==> src/rtl/board_xform_ctrl.sv <==
`timescale 1ns/1ps
`default_nettype none
// ============================================================================
// Module   : board_xform_ctrl
// Brief    : Reads NUM_WORDS board words, applies the per-byte low-nibble
//            bit reverse and writes them to a destination block over req/gnt.
//            Optional macro BOARD_XFORM_CHECKSUM_EN adds an XOR checksum output.
// Revision : 1.0
// ============================================================================
module board_xform_ctrl #(
    parameter int ADDR_W    = 12,
    parameter int NUM_WORDS = 3
) (
    input  logic              clock,
    input  logic              reset,
    input  logic              start,
    input  logic [ADDR_W-1:0] src_base,
    input  logic [ADDR_W-1:0] dst_base,
    output logic              busy,
    output logic              done,
    output logic              mem_req,
    output logic              mem_we,
    input  logic              mem_gnt,
    output logic [ADDR_W-1:0] mem_addr,
    output logic [31:0]       mem_wdata,
    input  logic [31:0]       mem_rdata
`ifdef BOARD_XFORM_CHECKSUM_EN
    ,
    output logic [31:0]       checksum
`endif
);

    typedef enum logic [2:0] {
        S_IDLE    = 3'd0,
        S_RD_REQ  = 3'd1,
        S_RD_DATA = 3'd2,
        S_WR_REQ  = 3'd3,
        S_DONE    = 3'd4
    } state_t;

    localparam logic [7:0] c_LAST_IDX = 8'(NUM_WORDS - 1);

    state_t            r_state;
    logic [7:0]        r_idx;
    logic [ADDR_W-1:0] r_src;
    logic [ADDR_W-1:0] r_dst;
    logic              r_busy;
    logic              r_done;
    logic              r_req;
    logic              r_we;
    logic [ADDR_W-1:0] r_addr;
    logic [31:0]       r_wdata;
`ifdef BOARD_XFORM_CHECKSUM_EN
    logic [31:0]       r_checksum;
`endif

    logic [7:0]  w_idx_inc;
    logic [31:0] w_xform;

    assign w_idx_inc = r_idx + 8'd1;

    // Upper nibble of each byte passes through; lower nibble is bit-reversed.
    always_comb begin
        w_xform = '0;
        for (int k = 0; k < 4; k++) begin
            w_xform[8*k+4 +: 4] = mem_rdata[8*k+4 +: 4];
            for (int i = 0; i < 4; i++) begin
                w_xform[8*k+i] = mem_rdata[8*k+3-i];
            end
        end
    end

    always_ff @(posedge clock) begin
        if (reset) begin
            r_state    <= S_IDLE;
            r_idx      <= '0;
            r_src      <= '0;
            r_dst      <= '0;
            r_busy     <= 1'b0;
            r_done     <= 1'b0;
            r_req      <= 1'b0;
            r_we       <= 1'b0;
            r_addr     <= '0;
            r_wdata    <= '0;
`ifdef BOARD_XFORM_CHECKSUM_EN
            r_checksum <= '0;
`endif
        end else begin
            case (r_state)
                S_IDLE: begin
                    r_done <= 1'b0;
                    if (start) begin
                        r_src      <= src_base;
                        r_dst      <= dst_base;
                        r_idx      <= '0;
                        r_addr     <= src_base;
                        r_req      <= 1'b1;
                        r_we       <= 1'b0;
                        r_busy     <= 1'b1;
`ifdef BOARD_XFORM_CHECKSUM_EN
                        r_checksum <= '0;
`endif
                        r_state    <= S_RD_REQ;
                    end
                end
                S_RD_REQ: begin
                    if (mem_gnt) begin
                        r_req   <= 1'b0;
                        r_state <= S_RD_DATA;
                    end
                end
                S_RD_DATA: begin
                    r_wdata <= w_xform;
                    r_addr  <= r_dst + ADDR_W'(r_idx);
                    r_req   <= 1'b1;
                    r_we    <= 1'b1;
                    r_state <= S_WR_REQ;
                end
                S_WR_REQ: begin
                    if (mem_gnt) begin
`ifdef BOARD_XFORM_CHECKSUM_EN
                        r_checksum <= r_checksum ^ r_wdata;
`endif
                        r_we <= 1'b0;
                        if (r_idx == c_LAST_IDX) begin
                            r_req   <= 1'b0;
                            r_done  <= 1'b1;
                            r_state <= S_DONE;
                        end else begin
                            r_idx   <= w_idx_inc;
                            r_addr  <= r_src + ADDR_W'(w_idx_inc);
                            r_state <= S_RD_REQ;
                        end
                    end
                end
                S_DONE: begin
                    r_done  <= 1'b0;
                    r_busy  <= 1'b0;
                    r_state <= S_IDLE;
                end
                default: begin
                    r_state <= S_IDLE;
                end
            endcase
        end
    end

    assign busy      = r_busy;
    assign done      = r_done;
    assign mem_req   = r_req;
    assign mem_we    = r_we;
    assign mem_addr  = r_addr;
    assign mem_wdata = r_wdata;
`ifdef BOARD_XFORM_CHECKSUM_EN
    assign checksum  = r_checksum;
`endif

endmodule
`default_nettype wire

==> config.mk <==
export PLATFORM = sky130hd
export DESIGN_NAME = board_xform_ctrl
export DESIGN_NICKNAME = d
export VERILOG_FILES = /design/src/rtl/board_xform_ctrl.sv
export SDC_FILE = /design/constraint.sdc
export NUM_CORES = 1
export LEC_CHECK = 0
export CORE_UTILIZATION = 53
export DETAILED_ROUTE_END_ITERATION = 12
export PLACE_DENSITY = 0.92
export SLEW_MARGIN = 20
export SYNTH_ARGS = -nofsm -noshare
export SYNTH_HDL_FRONTEND = slang
export SYNTH_SLANG_ARGS = --single-unit
==> constraint.sdc <==
create_clock -name clock -period 7.1 [get_ports clock]
set_input_delay 1.42 -clock clock [delete_from_list [all_inputs] [get_ports clock]]
set_output_delay 1.42 -clock clock [all_outputs]
set_load 0.05 [all_outputs]
# After elaboration in Yosys (flattened, before gate mapping)
# Index checks and enable logic that the tools add are counted.
# classes
eq_ne	10
muxes	24
n_reduce_logical	15
n_addsub	3
# ops
op	count
12-bit 2-to-1 mux	3
12-bit case mux with 3 select lines	1
12-bit by 8-bit adder with 12-bit output	2
8-bit 2-to-1 mux	3
8-bit case mux with 2 select lines	1
3-bit 2-to-1 mux	4
3-bit case mux with 4 select lines	1
2-bit inequality test (second input constant)	5
3-bit AND reduction	3
8-bit by 1-bit adder with 8-bit output (second input constant)	1
8-bit by 2-bit equality test with 1-bit output (second input constant)	1
4-bit AND reduction	2
1-bit 2-to-1 mux	7
3-bit by 2-bit equality test with 1-bit output (second input constant)	2
2-bit nonzero test	3
5-bit AND reduction	1
1-bit case mux with 2 select lines	2
1-bit case mux with 4 select lines	1
2-bit AND reduction	2
4-bit nonzero test	1
3-bit by 1-bit equality test with 1-bit output (second input constant)	1
3-bit equality test (second input constant)	1
3-bit zero test	1
1-bit case mux with 3 select lines	1
other kinds (2)	2
# totals
word_cells	62
in_bits	60
reg_bits	83

# Longest topological paths before layout
# Gate-level depths: netlist of the first run.
# logic_depth
ltp_word	5
mapped_depth	12
depth_no_buf	12

# Worst setup path after synthesis of the first run
# OpenSTA, ideal clock, no wires.
# synth_timing
kind	register to register
startpoint	register r_idx[1]
endpoint	register r_addr[11] (netlist: mem_addr[11])
setup_time_ps	132
stages_incl_launch_ff	12
t_required_ps	6968
arrival_time_ps	2475
n_path_buf	0
slack_ps	4493
path_cell_list	dfxtp_1 > ha_1 > and3_1 > nand3_1 > xnor2_1 > ha_1 > a21o_1 > a221oi_1 > o21ai_1 > mux2_2 > a21oi_1 > a211oi_2
# synth_via
elab_chain_cells	5
word_cells_on_any_way	9
# synth_rtl
item	line	text
start: declaration	44	logic [7:0] r_idx;
start signal: assignment	130	r_idx <= w_idx_inc;
8-bit by 1-bit adder with 8-bit output	60	assign w_idx_inc = r_idx + 8'd1;
12-bit by 8-bit adder with 12-bit output	131	r_addr <= r_src + ADDR_W'(w_idx_inc);
12-bit 2-to-1 mux	125	if (r_idx == c_LAST_IDX) begin
12-bit 2-to-1 mux	120	if (mem_gnt) begin
12-bit case mux with 3 select lines	89	case (r_state)
end signal: assignment	96	r_addr <= src_base;
end signal: assignment	114	r_addr <= r_dst + ADDR_W'(r_idx);
end signal: assignment	131	
end: declaration	51	logic [ADDR_W-1:0] r_addr;
# Several ways; a longest one is shown, not always the timed one. The select of a mux whose other input is x is not followed.
# A chain may end at the register's enable or synchronous reset.

# Worst setup path after layout of the first run
# layout_timing
startpoint	register r_idx[1]
endpoint	register r_addr[9] (netlist: mem_addr[9])
# The elaborated chain is that of the path after synthesis.

==> results of run 1 <==
-- kinds of logic (layout without fill, tap and decap cells) --
| family | Yosys count | in the layout |
|---|---|---|
| xor gates and xnor gates | 23 | 23 |
| DFF | 83 | 83 |
| adders and majority gates | 22 | 22 |
| buffers and inverters | 38 | 134 |
| muxes | 4 | 4 |
| and+or+nand+nor | 223 | 223 |
| AOI/OAI and AO/OA | 143 | 143 |
-- area by class of cell --
cell class                      instances  area share
Timing Repair Buffer                  110      0.2001
Clock inverter                          6    0.008970
Sequential cell                        83      0.3054
Inverter                                8    0.005520
Multi-Input combinational cell        415      0.4331
Clock buffer                           10     0.02346
Tap cell                              102     0.02346
-- per-layer routing --
metal,track usage,up-vias,share of wire
met3,0.06734,22,0.071
met1,0.3342,1944,0.42
met5,0,-,0
met2,0.4716,160,0.49
met4,0.09524,0,0.017
li1,-,2019,-
-- worst register-to-register path, cell delays in order, from the launching register on --
cell and delay, ns:
dfxtp_1 0.44, ha_1 0.31, and3_1 0.22, nand3_1 0.11, xnor2_1 0.33, ha_1 0.35, a21o_1 0.19, a221oi_1 0.28
o21ai_1 0.17, nand2_1 0.12, xor2_1 0.15, o221ai_1 0.13, nor3b_2 0.20
-- power by group through the flow --
| stage | Clock, uW | Sequential [uW] | Combinational (uW) |
|---|---|---|---|
| final | 310 | 518 | 263 |
| after global routing | 339 | 522 | 280 |
| after CTS | 317 | 518 | 261 |
| after detailed placement | 0 | 528 | 260 |
| after global placement | 0 | 527 | 253 |
| after floorplan | 0 | 584 | 107 |
-- final timing paths --
check / to / slack, ns / from / depth (start not counted)
hold reg to reg: mem_wdata[17]$_SDFFE_PP0P_ / 0.46 / mem_wdata[17]$_SDFFE_PP0P_ / 2
setup reg to reg: mem_addr[9]$_SDFFE_PP0P_ / 3.98 / r_idx[1]$_SDFFE_PP0P_ / 12
setup / recovery: mem_addr[9]$_SDFFE_PP0P_ / 3.98 / r_idx[1]$_SDFFE_PP0P_ / 12
hold / removal: mem_wdata[17]$_SDFFE_PP0P_ / 0.46 / mem_wdata[17]$_SDFFE_PP0P_ / 2
-- placed cells by master (no fill, tap or decap), drive strengths merged, types with 3 or more instances in the layout --
master,n
nand2,148
clkdlybuf4s50,106
dfxtp,83
a21oi,79
nor2,34
ha,20
o21ai,16
xnor2,14
nor3,10
a21o,10
clkbuf,10
inv,10
nand3,9
xor2,9
o211ai,8
a211oi,6
and3,4
buf,4
or2,3
and2,3
mux2i,3
clkinvlp,3
o21a,3
a221oi,3
-- metrics by stage --
stage / setup slack, ns / total power (uW) / hold WS, ns
5_1_grt: 3.749 / 1142 / 0.4761
4_1_cts: 4.055 / 1096 / 0.4602
3_3_place_gp: 3.903 / 779.6 / 0.4406
2_1_floorplan: 4.493 / 691.4 / 0.4400
3_5_place_dp: 3.813 / 788.1 / 0.4474
6_report: 3.975 / 1091 / 0.4583
-- flip-flops by register name (all words and copies together) (netlist names) --
register   count
mem_wdata     32
mem_addr      12
r_dst         12
r_src         12
r_idx          8
r_state        3
busy           1
done           1
mem_req        1
mem_we         1
==> flow_metrics.py, run 1 <==
metrics = {
    "outcome": {
        "status": "finished clean",
    },
    "drt": {
        "wl_per_cell_um": 15.17,
        "final_routed_wirelength_um": 11130,
        "dr.first_iter.drc_count": 341,
        "drt_first_pass_iters": 5,
        "remaining_drc_errors": 0,
        "vias": 4145,
        "drt-vias-per-instance": 5.647,
        "count_of_nets_left_with_antenna_violations_after_detail_routing": 0,
    },
    "synthesis": {
        "yosys-mux-area-fraction": 0.009877,
        "synth-seq-cells": 83,
        "synth_most_common_cell": "nand2_1",
        "asyncSetResetFlopFracSynth": 0,
        "postSynthAreaPerCell_um2": 7.799,
        "synth_adder_area_share": 0.06944,
        "ys_dominant_reg_cell": "dfxtp_1",
        "synth.yosys.warnings": 0,
        "ys_types": 56,
        "yosysSeqAreaShare": 0.3975,
        "synth-xor-area-share": 0.04819,
        "synth_enable_flop_cells": 0,
        "synth_compound_area_frac": 0.2122,
        "synth_top_cell_by_area": "dfxtp_1",
        "synth.top_cells.by_area": "dfxtp_1 40%, nand2_1 13%, a21oi_1 9.3%, ha_1 6.0%, nor2_1 3.0%",
        "combinational_family_with_the_most_area_after_synthesis": "simple AND/OR/NAND/NOR gates",
        "synth-simple-area-share": 0.2239,
        "post_synthesis_cell_area_um2": 4180,
        "netlist_top_cells_count": "148 x nand2_1, 83 x dfxtp_1, 78 x a21oi_1",
        "postSynthCellCount": 536,
        "synth.net_count": 618,
        "synth_top_area_frac": 0.3975,
    },
    "placement": {
        "place_hpwl_um": 7888,
        "postPlaceCellArea_um2": 5264,
        "numPortBuffers": 107,
        "placedCellCount": 718,
        "gp_congestion": 0.9446,
    },
    "power": {
        "share_seq_of_total_power": 0.475,
        "power.ir.vdd_worst_mv": 0.1447,
        "switching_share": 0.3351,
        "p_sw_uw": 365.6,
        "power_frac_clock": 0.284,
        "power_per_cell_area_nw_per_um2": 200.6,
        "leakage_uw": 0.002084,
        "power_report.internal_total_uw": 725.4,
        "power.combinational.fraction": 0.241,
    },
    "critical_path": {
        "worstPathMaxFanout": 6,
        "cell_repeated_most_along_the_worst_path": "ha_1",
        "critPathCaptureType": "flop",
        "worst_ep_required_time_ns": 7.31,
        "cp_cell_sequence": "ha_1, and3_1, nand3_1, xnor2_1, ha_1, a21o_1, a221oi_1, o21ai_1, nand2_1, xor2_1, o221ai_1, nor3b_2",
        "critical_path.n_buffers_inverters": 0,
        "worst_path_max_delay_cell": "dfxtp_1",
        "critPathKind": "reg2reg",
        "cp_data_arrival_time_ns": 3.34,
        "cp_slowest_stage_delay_ns": 0.44,
        "cpLargestDelayFamily": "compound AO/OA/AOI/OAI gates",
        "timing.critical_path.from_type": "flop",
    },
    "floorplanning": {
        "io_pins": 108,
        "initial_core_util": 0.5438,
        "design.die.area_um2": 8246,
        "chipHeight_um": 90.81,
        "die-width_um": 90.81,
        "coreArea_um2": 7687,
        "placementRows": 32,
    },
    "cts": {
        "clockRootBuffer": "clkbuf_8",
        "skew_pair_late_insertion_delay_ns": 0.36,
        "clock_tree_from_tritoncts": "yes",
        "cts_post_setup_buffers_inserted": 0,
        "postCtsResizedCells": 0,
        "clk_transition_reported_paths_ns": 0.09,
        "cts_sinks": 83,
        "htree_levels": 3,
        "cts-buffers-inserted": 9,
        "postCtsHoldBufs": 0,
        "clock_tree.buffer_depth": 2,
    },
    "global_routing": {
        "grt_max_degree": 84,
        "wire_length_of_the_first_global_routing_pass_um": 18160,
        "grt.total_usage": 0.2747,
        "grt-ovfl-total": 0,
        "number_of_global_route_vias_before_repair": 3861,
        "grt_antenna_before_repair": 0,
    },
    "timing": {
        "timing_worst_slew_pin_value_ns": 0.8676,
        "setup_tns_ns": 0,
        "maxSlewViolCount": 0,
        "slew-limit-headroom": 0.4216,
        "final_hold_viol_count": 0,
        "rsz_0062_raised_after_global_routing": "no",
        "min_period_ns": 3.125,
        "final_number_of_setup_violating_endpoints": 0,
        "clock-skew-final_ns": 0.009980,
        "maxClockFrequency_mhz": 320.0,
        "layout_worst_path_cycle_share": 0.4401,
    },
    "cells_and_area": {
        "multi_input_comb_area_um2": 2356,
        "ff_latch_area_um2": 1662,
        "fin_util": 0.7077,
        "number_of_standard_cells_in_the_layout_taps_in_and_fillers_out": 734,
        "layout-drive-gt1-share": 0.05538,
        "design.final.nets": 709,
        "flow.area_growth_from_synthesis_pct": 30.14,
        "finish.instance_area_um2": 5440,
        "final.fill_count": 624,
        "insertedDiodeCount": 0,
    },
    "job": {
        "timing.max_cap.violations": 0,
    },
    "worst_hold_path": {
        "worst_min_delay_path_class": "reg2reg",
    },
}
Note: power is estimated with default switching activity, not from simulation.
==> run 2: changes to the inputs <==
--- a/config.mk
+++ b/config.mk
@@ -5,9 +5,9 @@
 export SDC_FILE = /design/constraint.sdc
 export NUM_CORES = 1
 export LEC_CHECK = 0
-export CORE_UTILIZATION = 53
+export CORE_UTILIZATION = 49
 export DETAILED_ROUTE_END_ITERATION = 12
-export PLACE_DENSITY = 0.92
+export PLACE_DENSITY = 0.86
 export SLEW_MARGIN = 20
 export SYNTH_ARGS = -nofsm -noshare
 export SYNTH_HDL_FRONTEND = slang
==> constraint.sdc (replaced) <==
create_clock -name clock -period 3.2 [get_ports clock]
set_input_delay 0.64 -clock clock [delete_from_list [all_inputs] [get_ports clock]]
set_output_delay 0.64 -clock clock [all_outputs]
set_load 0.05 [all_outputs]
==> run 2 against run 1 <==
Global-route usage fell by 1.6 points; critical path depth shrank 1; total power rose by 120%; core utilization is 4.0 points lower; worst setup slack got worse by 3.7 ns; routed wire length is 0.35% lower; clock-buffer cell count unchanged; maximum frequency up 8.3%; design area is 0.78% higher.
==> flow_metrics.py, run 2 (same netlist as run 1, synthesis figures left out) <==
metrics = {
    "drt": {
        "dr.first_iter.drc_count": 322,
        "remaining_drc_errors": 0,
        "wl_per_cell_um": 14.95,
        "count_of_nets_left_with_antenna_violations_after_detail_routing": 0,
        "final_routed_wirelength_um": 11090,
        "drt-vias-per-instance": 5.505,
        "vias": 4085,
        "drt_first_pass_iters": 5,
    },
    "floorplanning": {
        "die-width_um": 94.37,
        "coreArea_um2": 8217,
        "io_pins": 108,
        "initial_core_util": 0.5088,
        "design.die.area_um2": 8905,
        "chipHeight_um": 94.37,
        "placementRows": 33,
    },
    "timing": {
        "layout_worst_path_cycle_share": 0.9017,
        "clock-skew-final_ns": 0.01028,
        "slew-limit-headroom": 0.3941,
        "final_number_of_setup_violating_endpoints": 0,
        "maxClockFrequency_mhz": 346.6,
        "rsz_0062_raised_after_global_routing": "no",
        "min_period_ns": 2.886,
        "timing_worst_slew_pin_value_ns": 0.9028,
        "maxSlewViolCount": 0,
        "layout_setup_ws_ns": 0.3144,
        "final_hold_viol_count": 0,
        "setup_tns_ns": 0,
    },
    "cells_and_area": {
        "fin_util": 0.6673,
        "mostFrequentLayoutCells": "148 x nand2_1, 106 x clkdlybuf4s50_1, 83 x dfxtp_1",
        "number_of_standard_cells_in_the_layout_taps_in_and_fillers_out": 742,
        "design.final.nets": 714,
        "layout-drive-gt1-share": 0.06122,
        "flow.area_growth_from_synthesis_pct": 31.16,
        "final_common_cell": "nand2_1",
        "largest_register_ffs": 32,
        "insertedDiodeCount": 0,
    },
    "cts": {
        "postCtsHoldBufs": 0,
        "htree_levels": 3,
        "clk_transition_reported_paths_ns": 0.09,
        "clockRootBuffer": "clkbuf_8",
        "cts-buffers-inserted": 9,
        "cts_post_setup_buffers_inserted": 0,
        "cts_sinks": 83,
        "skew_pair_late_insertion_delay_ns": 0.35,
        "clock_tree_from_tritoncts": "yes",
        "clock_tree.buffer_depth": 2,
        "postCtsResizedCells": 0,
    },
    "critical_path": {
        "critical_path.reg2reg.startpoint": "r_idx[1]$_SDFFE_PP0P_",
        "timing.critical_path.from_type": "flop",
        "reg2reg_to": "mem_addr[11]$_SDFFE_PP0P_",
        "worstPathMaxFanout": 6,
        "critPathCaptureType": "flop",
        "cp_data_arrival_time_ns": 3.11,
        "worst_ep_required_time_ns": 3.43,
        "worst-r2r-cell-count": 11,
        "reg2reg_slack_ns": 0.31,
        "critPathKind": "reg2reg",
    },
    "placement": {
        "gp_congestion": 0.9115,
        "placedCellCount": 726,
        "place_ws_ns": 0.2955,
        "numPortBuffers": 107,
        "place_hpwl_um": 8220,
    },
    "worst_hold_path": {
        "destination_of_the_worst_hold_path": "mem_addr[5]$_SDFFE_PP0P_",
        "worst_hold_path.num_cells": 2,
        "startpoint_of_the_lowest_slack_hold_path": "mem_addr[5]$_SDFFE_PP0P_",
        "worst_min_delay_path_class": "reg2reg",
    },
    "global_routing": {
        "grt_antenna_before_repair": 0,
        "wire_length_of_the_first_global_routing_pass_um": 18050,
        "grt-ovfl-total": 0,
        "grt.total_usage": 0.2591,
        "grt_max_degree": 37,
        "number_of_global_route_vias_before_repair": 3797,
    },
    "power": {
        "power_per_cell_area_nw_per_um2": 443.3,
        "leakage_uw": 0.002111,
        "power.ir.vdd_worst_mv": 0.2540,
    },
    "job": {
        "timing.max_cap.violations": 0,
    },
    "outcome": {
        "status": "finished clean",
    },
}
run 2: layer usage:
metal  GRT usage  share of wire
met2      0.4287           0.49
met1      0.3466           0.45
met4     0.08590          0.014
met3     0.03543          0.049
met5           0              0
run 2: critical path: stages, from the launching register on:
cell and delay [ns]:
dfxtp_1 0.43, ha_1 0.28, and3_1 0.20, nand3_1 0.10, xnor2_1 0.27, ha_1 0.34, a21o_1 0.19, a221oi_1 0.28
o21ai_1 0.14, mux2_2 0.29, a21oi_1 0.18, a211oi_2 0.08
run 2: worst max path at each step:
stage | startpoint | endpoint | slack, ns | depth (start not counted)
3_5_place_dp | r_idx[1]$_SDFFE_PP0P_ | mem_addr[11]$_SDFFE_PP0P_ | 0.30 | 11
3_3_place_gp | r_idx[1]$_SDFFE_PP0P_ | mem_addr[11]$_SDFFE_PP0P_ | 0.41 | 11
5_1_grt | r_idx[1]$_SDFFE_PP0P_ | mem_addr[11]$_SDFFE_PP0P_ | 0.06 | 11
6_report | r_idx[1]$_SDFFE_PP0P_ | mem_addr[11]$_SDFFE_PP0P_ | 0.31 | 11
4_1_cts | r_idx[1]$_SDFFE_PP0P_ | mem_addr[11]$_SDFFE_PP0P_ | 0.29 | 11
2_1_floorplan | r_idx[1]$_SDFFE_PP0P_ | mem_addr[11]$_SDFFE_PP0P_ | 0.59 | 11
run 2: cell type report:
type | count | area [um^2]
well taps | 105 | 131.4
clock buffers | 10 | 127.6
flip-flops and latches | 83 | 1662
clock inverters | 6 | 50.05
fillers | 678 | 2734
repair buffers | 115 | 1126
inverters | 8 | 30.03
multi-input cells | 415 | 2356
run 2: per-stage QoR:
step	cell area [um^2]	hold slack (ns)	power, uW
2_1_floorplan	4180	0.4400	1534
3_3_place_gp	5305	0.4396	1745
3_5_place_dp	5305	0.4466	1759
4_1_cts	5483	0.4576	2435
5_1_grt	5483	0.4680	2545
6_report	5483	0.4534	2431
run 2: where the power goes:
part	switching [uW]	total (uW)	internal [uW]	leakage, uW
logic	366	596	230	0.00135
clock network	403	692	289	0.0000831
registers	45.8	1140	1100	0.000677
total	815	2430	1620	0.00211
==> run 3: changes to the inputs <==
--- a/config.mk
+++ b/config.mk
@@ -5,9 +5,10 @@
 export SDC_FILE = /design/constraint.sdc
 export NUM_CORES = 1
 export LEC_CHECK = 0
-export CORE_UTILIZATION = 49
+export CORE_UTILIZATION = 53
+export CTS_CLUSTER_SIZE = 20
 export DETAILED_ROUTE_END_ITERATION = 12
-export PLACE_DENSITY = 0.86
+export PLACE_DENSITY = 0.92
 export SLEW_MARGIN = 20
 export SYNTH_ARGS = -nofsm -noshare
 export SYNTH_HDL_FRONTEND = slang
==> constraint.sdc (replaced) <==
create_clock -name clock -period 3.7 [get_ports clock]
set_input_delay 0.74 -clock clock [delete_from_list [all_inputs] [get_ports clock]]
set_output_delay 0.74 -clock clock [all_outputs]
set_load 0.05 [all_outputs]
==> run 3 against run 2 <==
Non-clock buffer count decreased by 4; via count increased by 1.9%; sequential power decreased by 13%; global-route usage increased by 2.3 points; worst hold slack improved by 0.0032 ns; maximum frequency decreased by 3.5%; cell count decreased by 0.94%; critical path depth unchanged; clock power increased by 0.7%; critical path type unchanged; largest cell class unchanged.
==> flow_metrics.py, run 3 (same netlist as run 1, synthesis figures left out) <==
metrics = {
    "timing": {
        "maxSlewViolCount": 0,
        "clock-skew-final_ns": 0.01550,
        "final_number_of_setup_violating_endpoints": 0,
        "rsz_0062_raised_after_global_routing": "no",
        "final_hold_viol_count": 0,
        "maxClockFrequency_mhz": 334.3,
        "slew-limit-headroom": 0.3572,
        "min_period_ns": 2.991,
        "layout_worst_path_cycle_share": 0.8084,
        "layout_setup_ws_ns": 0.7087,
        "timing_worst_slew_pin_value_ns": 0.9578,
        "setup_tns_ns": 0,
    },
    "critical_path": {
        "worst_path_max_delay_cell": "dfxtp_1",
        "worst-r2r-cell-count": 11,
        "cp_data_arrival_time_ns": 3.22,
        "cp_slowest_stage_delay_ns": 0.43,
        "critical_path.reg2reg.startpoint": "r_idx[1]$_SDFFE_PP0P_",
        "timing.critical_path.from_type": "flop",
        "cpLargestDelayFamily": "compound AO/OA/AOI/OAI gates",
        "critical_path.n_buffers_inverters": 0,
        "critPathCaptureType": "flop",
        "reg2reg_to": "mem_addr[11]$_SDFFE_PP0P_",
        "worstPathMaxFanout": 6,
        "reg2reg_slack_ns": 0.71,
        "cp_cell_sequence": "ha_1, and3_1, nand3_1, xnor2_1, ha_1, a21o_1, a221oi_1, o21ai_1, mux2_2, a21oi_1, a211oi_2",
        "cell_repeated_most_along_the_worst_path": "ha_1",
        "worst_ep_required_time_ns": 3.93,
        "critPathKind": "reg2reg",
    },
    "cts": {
        "postCtsHoldBufs": 0,
        "cts-buffers-inserted": 9,
        "skew_pair_late_insertion_delay_ns": 0.37,
        "clock_tree_from_tritoncts": "yes",
        "clk_transition_reported_paths_ns": 0.09,
        "cts_sinks": 83,
        "postCtsResizedCells": 0,
        "clock_tree.buffer_depth": 2,
        "htree_levels": 3,
        "clockRootBuffer": "clkbuf_8",
        "cts_post_setup_buffers_inserted": 0,
    },
    "outcome": {
        "status": "finished clean",
    },
    "job": {
        "timing.max_cap.violations": 0,
    },
    "placement": {
        "place_ws_ns": 0.7535,
        "numPortBuffers": 107,
        "gp_congestion": 0.8777,
        "place_hpwl_um": 8067,
    },
    "cells_and_area": {
        "fin_util": 0.7129,
        "design.final.nets": 710,
        "largest_register_ffs": 32,
        "final_common_cell": "nand2_1",
        "mostFrequentLayoutCells": "148 x nand2_1, 106 x clkdlybuf4s50_1, 83 x dfxtp_1",
        "flow.area_growth_from_synthesis_pct": 31.10,
        "insertedDiodeCount": 0,
        "layout-drive-gt1-share": 0.05845,
    },
    "global_routing": {
        "grt.total_usage": 0.2825,
        "grt_max_degree": 54,
        "wire_length_of_the_first_global_routing_pass_um": 18680,
        "grt_antenna_before_repair": 0,
        "number_of_global_route_vias_before_repair": 3905,
        "grt-ovfl-total": 0,
    },
    "floorplanning": {
        "die-width_um": 90.81,
        "placementRows": 32,
        "chipHeight_um": 90.81,
        "design.die.area_um2": 8246,
        "initial_core_util": 0.5438,
        "coreArea_um2": 7687,
        "io_pins": 108,
    },
    "worst_hold_path": {
        "destination_of_the_worst_hold_path": "mem_addr[0]$_SDFFE_PP0P_",
        "worst_min_delay_path_class": "reg2reg",
        "worst_hold_path.num_cells": 2,
        "startpoint_of_the_lowest_slack_hold_path": "mem_addr[0]$_SDFFE_PP0P_",
    },
    "power": {
        "leakage_uw": 0.002110,
        "power.ir.vdd_worst_mv": 0.2079,
        "power_per_cell_area_nw_per_um2": 401.3,
    },
    "drt": {
        "wl_per_cell_um": 15.49,
        "dr.first_iter.drc_count": 247,
        "drt_first_pass_iters": 5,
        "vias": 4162,
        "drt-vias-per-instance": 5.663,
        "remaining_drc_errors": 0,
        "count_of_nets_left_with_antenna_violations_after_detail_routing": 0,
        "final_routed_wirelength_um": 11390,
    },
}
-- run 3: cell count changes in the layout (fill, tap and decap cells not counted) --
| cell | before | now |
|---|---|---|
| clkbuf_8 | 9 | 10 |
| or2_2 | 2 | 3 |
| bufinv_16 | 0 | 1 |
| clkinv_4 | 3 | 1 |
| buf_4 | 8 | 4 |
| or2_1 | 1 | 0 |
| inv_6 | 1 | 2 |
| clkbuf_1 | 1 | 0 |
-- run 3: where the power goes --
| part | switching, uW | leakage (uW) | total, uW | internal [uW] |
|---|---|---|---|---|
| clock network | 361 | 0.0000995 | 697 | 336 |
| logic | 313 | 0.00133 | 507 | 194 |
| registers | 46.2 | 0.000677 | 995 | 949 |
| total | 719 | 0.00211 | 2200 | 1480 |
-- run 3: worst max path at each step --
stage,start,endpoint,slack (ns),depth (start not counted)
2_1_floorplan,r_idx[1]$_SDFFE_PP0P_,mem_addr[11]$_SDFFE_PP0P_,1.09,11
3_5_place_dp,r_idx[1]$_SDFFE_PP0P_,mem_addr[11]$_SDFFE_PP0P_,0.75,11
5_1_grt,r_idx[1]$_SDFFE_PP0P_,mem_addr[9]$_SDFFE_PP0P_,0.44,12
4_1_cts,r_idx[1]$_SDFFE_PP0P_,mem_addr[11]$_SDFFE_PP0P_,0.75,11
6_report,r_idx[1]$_SDFFE_PP0P_,mem_addr[11]$_SDFFE_PP0P_,0.71,11
3_3_place_gp,r_idx[1]$_SDFFE_PP0P_,mem_addr[9]$_SDFFE_PP0P_,0.86,12
-- run 3: worst min-delay path: stages, from the launching register on --
cell	delay, ns
dfxtp_1	0.32
nand2_1	0.05
a21oi_1	0.05
-- run 3: final cells by class --
class / instances / area [um^2]
clock buffers: 10 / 137.6
clock inverters: 6 / 71.32
fillers: 608 / 2207
inverters: 8 / 30.03
multi-input cells: 415 / 2356
flip-flops and latches: 83 / 1662
well taps: 102 / 127.6
repair buffers: 111 / 1096
-- run 3: routing by layer --
| metal | GRT usage | up-vias | share of wire |
|---|---|---|---|
| li1 | - | 2014 | - |
| met1 | 0.3658 | 1959 | 0.43 |
| met2 | 0.4804 | 171 | 0.49 |
| met3 | 0.04630 | 18 | 0.066 |
| met4 | 0.08730 | 0 | 0.015 |
| met5 | 0 | - | 0 |
-- run 3: metrics by stage --
stage                     cell area [um^2]  instances  power [uW]  hold slack [ns]
after global placement                5271        719        1502           0.4386
final                                 5480        735        2199           0.4567
after global routing                  5480        735        2288           0.4791
after detailed placement              5271        719        1516           0.4455
after CTS                             5480        735        2199           0.4558
after floorplan                       4180        536        1327           0.4400
